===== src/rtl/uart_rx_fifo.sv =====
// uart_rx_fifo: receive-side FWFT buffer between uart_rx and the register/bus side.
// Each frame is captured once, on the rising edge of i_rx_done. Entries are read out
// through a valid/ready handshake, and o_almfull goes back to uart_rx for RTS flow control.
// Optional feature: define UART_RX_FIFO_TIMEOUT_EN to build the receive idle timeout.
// Without it, o_timeout is tied low and no counter logic is built.
module uart_rx_fifo #(
  parameter int DEPTH         = 16,
  parameter int ALMFULL_LEVEL = 12,
  parameter int TIMEOUT_CHARS = 4
) (
  input  logic                     i_clk,
  input  logic                     i_nrst,
  input  logic                     i_rx_done,
  input  logic [8:0]               i_rx_word,
  input  logic                     i_rx_frame_error,
  input  logic                     i_rx_parity_error,
  input  logic                     i_parity_enable,
  input  logic [31:0]              i_bit_length,
  input  logic                     i_flush,
  output logic                     o_rd_valid,
  input  logic                     i_rd_ready,
  output logic [10:0]              o_rd_data,
  output logic [$clog2(DEPTH):0]   o_count,
  output logic                     o_empty,
  output logic                     o_full,
  output logic                     o_almfull,
  output logic                     o_overflow,
  output logic                     o_timeout
);

  localparam int AW = $clog2(DEPTH);
  localparam int CW = AW + 1;

  logic [10:0]   mem [DEPTH];
  logic          rx_done_q;
  logic [AW-1:0] wr_ptr_q, wr_ptr_d;
  logic [AW-1:0] rd_ptr_q, rd_ptr_d;
  logic [CW-1:0] count_q, count_d;
  logic          empty_q, empty_d;
  logic          full_q, full_d;
  logic          almfull_q, almfull_d;
  logic          overflow_q, overflow_d;

  logic          push_ev;
  logic          pop_req;
  logic          do_push;
  logic          do_pop;
  logic [10:0]   entry;

  assign push_ev = i_rx_done & ~rx_done_q;
  assign pop_req = i_rd_ready & ~empty_q;
  assign do_pop  = pop_req & ~i_flush;
  // A full FIFO still accepts a push when the head leaves in the same cycle.
  assign do_push = push_ev & ~i_flush & (~full_q | pop_req);
  assign entry   = {i_rx_parity_error & i_parity_enable, i_rx_frame_error, i_rx_word};

  // Next-state for pointers, occupancy and flags; flush overrides any push or pop.
  always_comb begin
    wr_ptr_d   = wr_ptr_q;
    rd_ptr_d   = rd_ptr_q;
    count_d    = count_q;
    overflow_d = overflow_q;
    if (i_flush) begin
      wr_ptr_d   = '0;
      rd_ptr_d   = '0;
      count_d    = '0;
      overflow_d = 1'b0;
    end else begin
      if (do_push) wr_ptr_d = wr_ptr_q + AW'(1);
      if (do_pop)  rd_ptr_d = rd_ptr_q + AW'(1);
      count_d = count_q + CW'(do_push) - CW'(do_pop);
      if (push_ev && full_q && !pop_req) overflow_d = 1'b1;
    end
    empty_d   = (count_d == '0);
    full_d    = (count_d == CW'(DEPTH));
    almfull_d = (count_d >= CW'(ALMFULL_LEVEL));
  end

  // Control state register. The edge detector keeps sampling through a flush.
  always_ff @(posedge i_clk or negedge i_nrst) begin
    if (!i_nrst) begin
      rx_done_q  <= 1'b0;
      wr_ptr_q   <= '0;
      rd_ptr_q   <= '0;
      count_q    <= '0;
      empty_q    <= 1'b1;
      full_q     <= 1'b0;
      almfull_q  <= 1'b0;
      overflow_q <= 1'b0;
    end else begin
      // NOTE: sequential state uses non-blocking assignments only, so every register samples pre-edge values.
      rx_done_q  <= i_rx_done;
      wr_ptr_q   <= wr_ptr_d;
      rd_ptr_q   <= rd_ptr_d;
      count_q    <= count_d;
      empty_q    <= empty_d;
      full_q     <= full_d;
      almfull_q  <= almfull_d;
      overflow_q <= overflow_d;
    end
  end

  // Entry storage write port.
  // NOTE: storage has no reset. The read path is gated by empty, so stale contents never reach o_rd_data.
  always_ff @(posedge i_clk) begin
    if (do_push) mem[wr_ptr_q] <= entry;
  end

  assign o_rd_valid = ~empty_q;
  assign o_rd_data  = empty_q ? 11'd0 : mem[rd_ptr_q];
  assign o_count    = count_q;
  assign o_empty    = empty_q;
  assign o_full     = full_q;
  assign o_almfull  = almfull_q;
  assign o_overflow = overflow_q;

`ifdef UART_RX_FIFO_TIMEOUT_EN
  logic [31:0] bit_cnt_q, bit_cnt_d;
  logic [31:0] bit_len_q, bit_len_d;
  logic [3:0]  per_cnt_q, per_cnt_d;
  logic [31:0] char_cnt_q, char_cnt_d;
  logic        timeout_q, timeout_d;
  logic [31:0] limit;
  logic        idle_clear;

  assign idle_clear = push_ev | do_pop | i_flush | empty_q;
  // The bit length is sampled at the start of each period.
  assign limit      = (bit_cnt_q == '0) ? i_bit_length : bit_len_q;

  // Idle timer: bit periods roll up into characters; any FIFO activity restarts it.
  always_comb begin
    bit_cnt_d  = bit_cnt_q;
    bit_len_d  = bit_len_q;
    per_cnt_d  = per_cnt_q;
    char_cnt_d = char_cnt_q;
    timeout_d  = timeout_q;
    if (idle_clear) begin
      bit_cnt_d  = '0;
      bit_len_d  = '0;
      per_cnt_d  = '0;
      char_cnt_d = '0;
      timeout_d  = 1'b0;
    end else begin
      if (bit_cnt_q == '0) bit_len_d = i_bit_length;
      if (bit_cnt_q >= limit) begin
        bit_cnt_d = '0;
        if (per_cnt_q == 4'd9) begin
          per_cnt_d = '0;
          if (!timeout_q) char_cnt_d = char_cnt_q + 32'd1;
        end else begin
          per_cnt_d = per_cnt_q + 4'd1;
        end
      end else begin
        bit_cnt_d = bit_cnt_q + 32'd1;
      end
      if (char_cnt_q >= 32'(TIMEOUT_CHARS)) timeout_d = 1'b1;
    end
  end

  // Idle timer state register.
  always_ff @(posedge i_clk or negedge i_nrst) begin
    if (!i_nrst) begin
      bit_cnt_q  <= '0;
      bit_len_q  <= '0;
      per_cnt_q  <= '0;
      char_cnt_q <= '0;
      timeout_q  <= 1'b0;
    end else begin
      bit_cnt_q  <= bit_cnt_d;
      bit_len_q  <= bit_len_d;
      per_cnt_q  <= per_cnt_d;
      char_cnt_q <= char_cnt_d;
      timeout_q  <= timeout_d;
    end
  end

  assign o_timeout = timeout_q;
`else
  logic [31:0] unused_bit_length;
  assign unused_bit_length = i_bit_length;
  assign o_timeout = 1'b0;
`endif

endmodule


===== config.mk =====
export PLATFORM = sky130hd
export DESIGN_NAME = uart_rx_fifo
export DESIGN_NICKNAME = d
export VERILOG_FILES = /design/src/rtl/uart_rx_fifo.sv
export SDC_FILE = /design/constraint.sdc
export NUM_CORES = 1
export LEC_CHECK = 0
export ABC_AREA = 1
export BUFFER_PORTS_ARGS = -buffer_cell sky130_fd_sc_hd__buf_4
export CORE_MARGIN = 2
export CORE_UTILIZATION = 55
export CTS_BUF_LIST = sky130_fd_sc_hd__clkbuf_2 sky130_fd_sc_hd__clkbuf_4 sky130_fd_sc_hd__clkbuf_8
export DETAILED_ROUTE_END_ITERATION = 8
export GPL_TIMING_DRIVEN = 1
export HOLD_SLACK_MARGIN = 0.1
export MAX_ROUTING_LAYER = met4
export PLACE_DENSITY = 0.71
export SLEW_MARGIN = 20
export SYNTH_ARGS = -nofsm -noshare
export SYNTH_HDL_FRONTEND = slang
export SYNTH_SLANG_ARGS = --single-unit

===== constraint.sdc =====
create_clock -name i_clk -period 2.9 [get_ports i_clk]
set_input_delay 0.87 -clock i_clk [delete_from_list [all_inputs] [get_ports i_clk]]
set_output_delay 0.87 -clock i_clk [all_outputs]
set_load 0.01 [all_outputs]

## Word level (Yosys, flattened, before mapping)

Memory sizes are Yosys's and may differ from the RTL's.
Index checks and enable logic that the tools add are counted.

| storage, ports and cells | value |
|---|---|
| bits in registers | 18 |
| RAM bits | 176 |
| bits of input ports | 49 |
| output and inout bits | 22 |
| word-level logic and storage cells | 43 |
| memories kept | 1 |

| cells by class | value |
|---|---|
| add/subtract/negate cells | 4 |
| $lt $le $gt $ge | 1 |
| eq/ne operators | 1 |
| multiplexer cells | 10 |
| bitwise operators | 11 |
| reduce and logical (&&, ||, !) cells | 7 |

Memories:

| name | depth | bits a word | read ports | clocked after memory_dff | wr ports | line | text |
|---|---|---|---|---|---|---|---|
| mem | 16 | 11 | 1 | 0 | 1 | 34 | `logic [10:0] mem [DEPTH];` |

Operators with widths:

| cell | count |
|---|---|
| 4-bit two-way mux | 4 |
| 11-bit two-way mux | 1 |
| 4-bit by 1-bit adder with 4-bit output (second input constant) | 2 |
| 1-bit AND | 6 |
| 2-bit nonzero test | 3 |
| 5-bit by 1-bit adder with 5-bit output | 1 |
| 5-bit == test (second input constant) | 1 |
| 5-bit by 4-bit greater-or-equal comparator with 1-bit output (second input constant) | 1 |
| 5-bit zero test | 1 |
| 5-bit two-way mux | 1 |
| 5-bit by 1-bit subtractor with 5-bit output | 1 |
| 1-bit two-way mux | 4 |
| 1-bit inverter | 4 |
| 1-bit logical AND | 2 |
| 1-bit zero test | 1 |
| 1-bit bitwise OR | 1 |

## Longest topological paths before layout

Gate-level depths: netlist (run 1).

| logic depth | value |
|---|---|
| word-level depth | 8 |
| mapped depth | 19 |
| mapped depth without buffers | 19 |

## Least setup slack after synthesis (run 1)

Ideal clock, no wire load.

| path | value |
|---|---|
| path type | input port to flip-flop |
| start point | in i_rd_ready |
| end point | reg empty_q (netlist: o_empty) |
| library setup time | 0.077 ns |
| arrival | 2.779 ns |
| path slack | 0.044 ns |
| stages on the path | 18 |
| path buffers | 0 |
| cells stage by stage | nand2_1 -> nand2_1 -> nand2_1 -> nor2_4 -> inv_1 -> ha_1 -> inv_1 -> ha_1 -> inv_1 -> fa_1 -> inv_1 -> nand2_1 -> a21oi_1 -> nor2_1 -> nand2_1 -> nand2_1 -> nor2_1 -> nor2_1 |

| on the way | value |
|---|---|
| cells in the longest elaborated chain, start to end | 7 |
| elaborated cells between the ends (all ways) | 8 |

RTL lines:

| element | line | text |
|---|---|---|
| start, declared | 21 | `input logic i_rd_ready,` |
| 1-bit AND * | 51 | `assign pop_req = i_rd_ready & ~empty_q;` |
| 1-bit bitwise OR | 54 | `assign do_push = push_ev & ~i_flush & (~full_q \| pop_req);` |
| 1-bit AND | 54 |  |
| 5-bit by 1-bit adder with 5-bit output | 71 | `count_d = count_q + CW'(do_push) - CW'(do_pop);` |
| 5-bit by 1-bit subtractor with 5-bit output * | 71 |  |
| 5-bit two-way mux * | 63 | `if (i_flush) begin` |
| via count_d[4] | 38 | `logic [CW-1:0] count_q, count_d;` |
| 5-bit zero test * | 74 | `empty_d = (count_d == '0);` |
| via empty_d | 39 | `logic empty_q, empty_d;` |
| end signal, assigned | 96 | `empty_q <= empty_d;` |
| end, declared | 39 |  |

The timed path passes the listed nets; every way through them passes the cells marked *.
A chain may end at the register's enable or synchronous reset.

## Worst setup path in the final report (run 1)

| path | value |
|---|---|
| start point | reg rd_ptr_q[0] |
| end point | out o_rd_data[2] |

| on the way | value |
|---|---|
| cells in the longest elaborated chain, start to end | 2 |

RTL lines:

| element | line | text |
|---|---|---|
| start, declared | 37 | `logic [AW-1:0] rd_ptr_q, rd_ptr_d;` |
| start signal, assigned | 94 | `rd_ptr_q <= rd_ptr_d;` |
| memory read 16 x 11 bit | - |  |
| 11-bit two-way mux | 110 | `assign o_rd_data = empty_q ? 11'd0 : mem[rd_ptr_q];` |
| end, declared | 22 | `output logic [10:0] o_rd_data,` |

No other way between the ends.

==> flow_metrics.env, run 1 <==
export IMPL_outcome="complete, but fails checks"
export IMPL_violations="setup timing"
export IMPL_initial_core_util=0.5603
export IMPL_final_common_cell="nand2_1"
export IMPL_setup_viol=7
export IMPL_dp_slack_ps=-104.9
export IMPL_yosysUniqueCellTypes=27
export IMPL_hold_violations=0
export IMPL_layoutNonFillerInstCount=1101
export IMPL_p_leak_nw=4.404
export IMPL_die_area_mm2=0.01644
export IMPL_synth_area_mm2=0.008487
export IMPL_coreArea_mm2=0.01515
export IMPL_worst_ep_required_time_ps=2030
export IMPL_final_max_slew_viol_count=0
export IMPL_fin_skew_ps=15.20
export IMPL_gp_congestion=0.8709
export IMPL_dp_cells=1053
export IMPL_grt_pass1_wl_mm=31.39
export IMPL_muxShareOfSynthArea=0
export IMPL_hold_class="in2async"
export IMPL_yosys_area_share_simple=0.2124
export IMPL_drive_gt1_frac=0.2147
export IMPL_r2r_start="o_empty"
export IMPL_grt_usage=0.2669
export IMPL_cts_tree="yes"
export IMPL_fin_crit_sh=1.012
export IMPL_yosys_warnings=0
export IMPL_drcViolationCount=0
export IMPL_num_antenna_cells=0
export IMPL_root_buffer="clkbuf_8"
export IMPL_syn_to_final_growth_pct=21.77
export IMPL_drtIter0Drc=675
export IMPL_fin_ws_ps=-34.59
export IMPL_synth_xor_area_frac=0.002064
export IMPL_htreeDepth=4
export IMPL_routed_wl_mm=20.64
export IMPL_rows=45
export IMPL_critical_path_arrival_ps=2060
export IMPL_fin_nets=960
export IMPL_path_class="reg2out"
export IMPL_post_dp_hpwl_mm=12.18
export IMPL_reg2reg_to="o_empty"
export IMPL_synth_seq_cells=194
export IMPL_rsz0062_at_grt="true"
export IMPL_antenna_found_initial=0
export IMPL_first_pass_iters=5
export IMPL_powerDensity_mw_per_mm2=677.8
export IMPL_cts_sinks=194
export IMPL_cts_hold_buffers=0
export IMPL_cts_buffers=17
export IMPL_grt_pass1_vias=6029
export IMPL_worstSetupStartpointType="register"
export IMPL_syn_num_nets=882
export IMPL_ios=71
export IMPL_die_x_um=128.2
export IMPL_cap_violations=0
export IMPL_rrSetupSlack_ps=420
export IMPL_die_h_um=128.2
export IMPL_clock_fmax_mhz=340.8
export IMPL_detail_route_antenna_nets=0
export IMPL_postSynthAreaPerCell_um2=10.32
export IMPL_tns_ps=-146.1
export IMPL_ir_worst_vdd_v=0.0004913
export IMPL_synth_compound_area_frac=0.01607
export IMPL_path_clk_slew_ps=100
export IMPL_period_needed_ps=2935
export IMPL_viasPerCell=5.601
export IMPL_clk_latency_ps=480
export IMPL_wl_per_cell_um=18.74
export IMPL_worst_r2r_path_depth=19
export IMPL_cts_max_path_buffers=2
export IMPL_route_vias_total=6167
export IMPL_grt_max_degree=47
export IMPL_synthAdderAreaFrac=0.01710
export IMPL_yosysSeqAreaShare=0.6760
export IMPL_syn_instance_count=822
export IMPL_critical_path_peak_fanout=8
export IMPL_whs_ps=256.1
export IMPL_grt_overflow_total=0
export IMPL_synth_top_family_by_area="simple AND/OR/NAND/NOR gates"
export IMPL_cp_end_kind="output pin"
export IMPL_io_buffers=37
export IMPL_final_cell_mix="282 x nand2_1, 176 x edfxtp_1, 111 x inv_1, 71 x nand3_1, 70 x buf_4"
-- where the power goes --
group          leakage, nW  switching [mW]  internal, mW  total (mW)
registers             1.82          0.0452          3.11        3.16
clock network        0.218           0.966         0.950        1.92
logic                 2.36            1.12         0.809        1.93
total                 4.40            2.14          4.87        7.00
-- cell usage after synthesis --
library cell / n / area, um^2
a21oi_1: 16 / 80.08
a31oi_1: 1 / 6.260
buf_1: 2 / 7.510
buf_2: 21 / 105.1
buf_4: 7 / 52.55
buf_6: 3 / 33.78
clkbuf_1: 4 / 15.01
conb_1: 1 / 3.750
dfrtp_1: 17 / 425.4
dfstp_2: 1 / 26.28
edfxtp_1: 176 / 5285
fa_1: 1 / 20.02
ha_1: 10 / 125.1
inv_1: 112 / 420.4
inv_2: 1 / 3.750
inv_4: 1 / 6.260
nand2_1: 288 / 1081
nand2_2: 1 / 6.260
nand3_1: 118 / 590.6
nand4_1: 2 / 12.51
nor2_1: 27 / 101.4
nor2_4: 1 / 11.26
o21a_1: 1 / 7.510
o21ai_0: 7 / 35.03
o21bai_1: 1 / 7.510
xnor2_1: 1 / 8.760
xor2_1: 1 / 8.760
-- cell families (layout without fill, tap and decap cells) --
kind of cell	Yosys count	in the layout
other cells	1	1
fa+ha+maj	11	11
buf+inv	151	242
compound gates	26	26
simple gates	437	437
xor+xnor	2	2
flops	194	194
-- through the flow --
stage | power (mW) | util | cell area [um^2]
final | 7.005 | 0.6824 | 10330
after global routing | 7.280 | 0.6824 | 10330
after CTS | 6.915 | 0.6683 | 10120
after detailed placement | 4.651 | 0.6048 | 9160
after global placement | 4.624 | 0.6048 | 9160
after floorplan | 4.113 | - | 8487
-- critical path: stages, from the launching register on --
cell      delay (ps)
dfrtp_2          410
buf_6            130
clkinv_8          90
buf_8            150
buf_16           140
nand2_4           50
nand3_2           60
nand3_2          100
nand3_4          110
a21oi_2          190
buf_4            140
-- worst max-delay path by stage --
stage,slack (ps),from,to
floorplan,40,i_rd_ready,o_empty
global placement,-60,i_rx_done,o_empty
detailed placement,-100,i_rx_done,o_empty
CTS,-30,rd_ptr_q[0],o_rd_data[4]
global route,-110,rd_ptr_q[0],o_rd_data[2]
finish,-30,rd_ptr_q[0],o_rd_data[2]
-- repair_timing --
item | in CTS | in global routing
setup endpoints to repair | 11 | 11
gates cloned | 6 | 1
pin swaps | 26 | 18
setup buffers | 10 | 0
gates resized for setup | 63 | 44
-- layout make-up --
class	count	area [um^2]
Clock buffer	17	234.0
Sequential cell	194	5738
Tap cell	188	235.2
Timing Repair Buffer	95	967.2
Clock inverter	15	203.9
Fill cell	1051	4811
Timing Repair inverter	1	8.758
Inverter	114	446.7
Multi-Input combinational cell	477	2501
-- sequential cells by signal, summed over array words and instances (netlist names) --
| register | flops |
|---|---|
| mem | 176 |
| o_almfull | 1 |
| o_count | 5 |
| o_empty | 1 |
| o_full | 1 |
| o_overflow | 1 |
| rd_ptr_q | 4 |
| rx_done_q | 1 |
| wr_ptr_q | 4 |
-- layer usage --
layer,track usage,part of all wire,vias to the layer above
met1,0.3350,0.39,2955
met2,0.4274,0.49,310
met4,0.1228,0.044,0
met5,-,0,-
met3,0.04633,0.073,74
li1,-,-,2828
(Power assumes the default switching activity.)
==> inputs of run 2 (changes only) <==
==> constraint.sdc (replaced) <==
create_clock -name i_clk -period 2.9 [get_ports i_clk]
set_input_delay 0.145 -clock i_clk [delete_from_list [all_inputs] [get_ports i_clk]]
set_output_delay 0.145 -clock i_clk [all_outputs]
set_load 0.01 [all_outputs]
==> flow_metrics.env, run 2 (synthesis gave the netlist of run 1 again) <==
export IMPL_outcome="completed"
export IMPL_ir_worst_vdd_v=0.0004173
export IMPL_period_needed_ps=2613
export IMPL_drtIter0Drc=687
export IMPL_die_area_mm2=0.01644
export IMPL_grt_pass1_vias=5671
export IMPL_rows=45
export IMPL_largest_register_ffs=176
export IMPL_cpMaxStageDelayCell="dfstp_2"
export IMPL_critical_path_peak_fanout=5
export IMPL_viasPerCell=5.431
export IMPL_final_max_slew_viol_count=0
export IMPL_cts_tree="yes"
export IMPL_max_stage_delay_ps=540
export IMPL_die_h_um=128.2
export IMPL_cts_max_path_buffers=2
export IMPL_p_leak_nw=4.095
export IMPL_worstSetupStartpointType="register"
export IMPL_fin_nets=941
export IMPL_root_buffer="clkbuf_8"
export IMPL_final_cell_mix="287 x nand2_1, 176 x edfxtp_1, 118 x nand3_1, 112 x inv_1, 60 x buf_4"
export IMPL_regArea_mm2=0.005738
export IMPL_path_clk_slew_ps=90
export IMPL_dp_cells=1034
export IMPL_drive_gt1_frac=0.1141
export IMPL_multiInputGateArea_mm2=0.002111
export IMPL_cts_sinks=194
export IMPL_grt_overflow_total=0
export IMPL_path_class="reg2reg"
export IMPL_drcViolationCount=0
export IMPL_switchingPower_mw=1.863
export IMPL_whs_ps=137.0
export IMPL_routed_wl_mm=19.04
export IMPL_setup_viol=0
export IMPL_route_vias_total=5876
export IMPL_grt_usage=0.2538
export IMPL_io_buffers=37
export IMPL_max_slew_worst_pin_slew_ps=965.8
export IMPL_fin_skew_ps=10.26
export IMPL_critical_path_arrival_ps=3020
export IMPL_top_register="mem"
export IMPL_clk_latency_ps=480
export IMPL_hold_violations=0
export IMPL_grt_max_degree=74
export IMPL_syn_to_final_growth_pct=12.58
export IMPL_hold_class="in2async"
export IMPL_powerDensity_mw_per_mm2=664.0
export IMPL_gp_congestion=0.8348
export IMPL_wl_per_cell_um=17.59
export IMPL_ios=71
export IMPL_worst_ep_required_time_ps=3310
export IMPL_htreeDepth=4
export IMPL_cap_violations=0
export IMPL_slew_headroom=0.3537
export IMPL_r2r_start="o_empty"
export IMPL_crit_buf_inv=5
export IMPL_detail_route_antenna_nets=0
export IMPL_p_comb_frac=0.223
export IMPL_p_int_mw=4.480
export IMPL_first_pass_iters=5
export IMPL_cp_top_family="simple AND/OR/NAND/NOR gates"
export IMPL_initial_core_util=0.5603
export IMPL_cp_startpoint="o_empty"
export IMPL_fill_cells=1209
export IMPL_p_seq_frac=0.498
export IMPL_layoutNonFillerInstCount=1082
export IMPL_cts_buffers=17
export IMPL_antenna_found_initial=0
export IMPL_coreArea_mm2=0.01515
export IMPL_die_x_um=128.2
export IMPL_tns_ps=0
export IMPL_grt_pass1_wl_mm=29.77
export IMPL_clock_fmax_mhz=382.7
export IMPL_cp_end_kind="register"
export IMPL_fin_crit_sh=0.9010
export IMPL_pwr_share_clk=0.280
export IMPL_post_dp_hpwl_mm=11.71
export IMPL_rsz0062_at_grt="false"
export IMPL_final_common_cell="nand2_1"
export IMPL_num_antenna_cells=0
export IMPL_p_sw_frac=0.2937
export IMPL_path_cells="inv_1 > nand2_1 > nand2_1 > nand2_2 > nor2_4 > inv_1 > ha_1 > inv_1 > ha_1 > inv_1 > fa_1 > inv_1 > nand2_1 > a21oi_1 > nor2_1 > nand2_1 > nand2_1 > nor2_1 > nor2_1"
==> run 2: cell types whose count changed in the layout (fill, tap and decap cells not counted), moves of 6 or more <==
cell and delta:
a21oi_1 +10, a21oi_4 -7, buf_4 -10, buf_6 -11, dlygate4sd3_1 +15, nand3_1 +47
nand3_2 -41, nand3_4 -6
==> run 2: worst paths after layout <==
path,endpoint,slack [ps],cells after the start
min in group i_clk,mem[9][10],280,3
max in group asynchronous,rd_ptr_q[0],1510,3
hold / removal,o_empty,140,2
setup reg to reg,o_empty,290,19
setup / recovery,o_empty,290,19
hold reg to reg,o_overflow,550,2
==> run 2: power groups by stage <==
stage               clock, mW  sequential (mW)  combinational, mW
floorplan                   0             3.23              0.885
global placement            0             3.22               1.37
detailed placement          0             3.22               1.39
finish                   1.77             3.16               1.41
CTS                      1.80             3.16               1.42
global route             1.90             3.16               1.58
==> run 2: layout make-up <==
class                           instances  area share
Multi-Input combinational cell        477      0.2209
Inverter                              114     0.04505
Clock inverter                          9     0.01061
Clock buffer                           23     0.03117
Timing Repair Buffer                   77     0.06705
Tap cell                              188     0.02462
Sequential cell                       194      0.6006
==> run 2: metrics by stage <==
step | util | worst slack [ps] | area, um^2 | total power, mW
after detailed placement | 0.5937 | 223.4 | 8992 | 4.612
after floorplan | - | 371.8 | 8487 | 4.113
after CTS | 0.6300 | 209.2 | 9542 | 6.370
after global placement | 0.5937 | 316.5 | 8992 | 4.586
after global routing | 0.6308 | 10.50 | 9554 | 6.649
final | 0.6308 | 287.2 | 9554 | 6.344
==> run 2: repair_timing <==
action / in CTS / in global routing
hold endpoints to repair: 190 / 0
endpoints found under the setup margin: 0 / 4
resized for setup: 0 / 1
hold buffers: 15 / 0
buffers inserted: 0 / 1
==> run 2: routing by layer <==
layer  part of all wire  wire length, um  vias up  GRT usage
met5                  0                0        -          -
met4              0.029              550        0     0.1138
met3              0.065             1233       49    0.04800
met2               0.49             9371      215     0.4043
met1               0.41             7881     2830     0.3196
li1                   -                -     2782          -
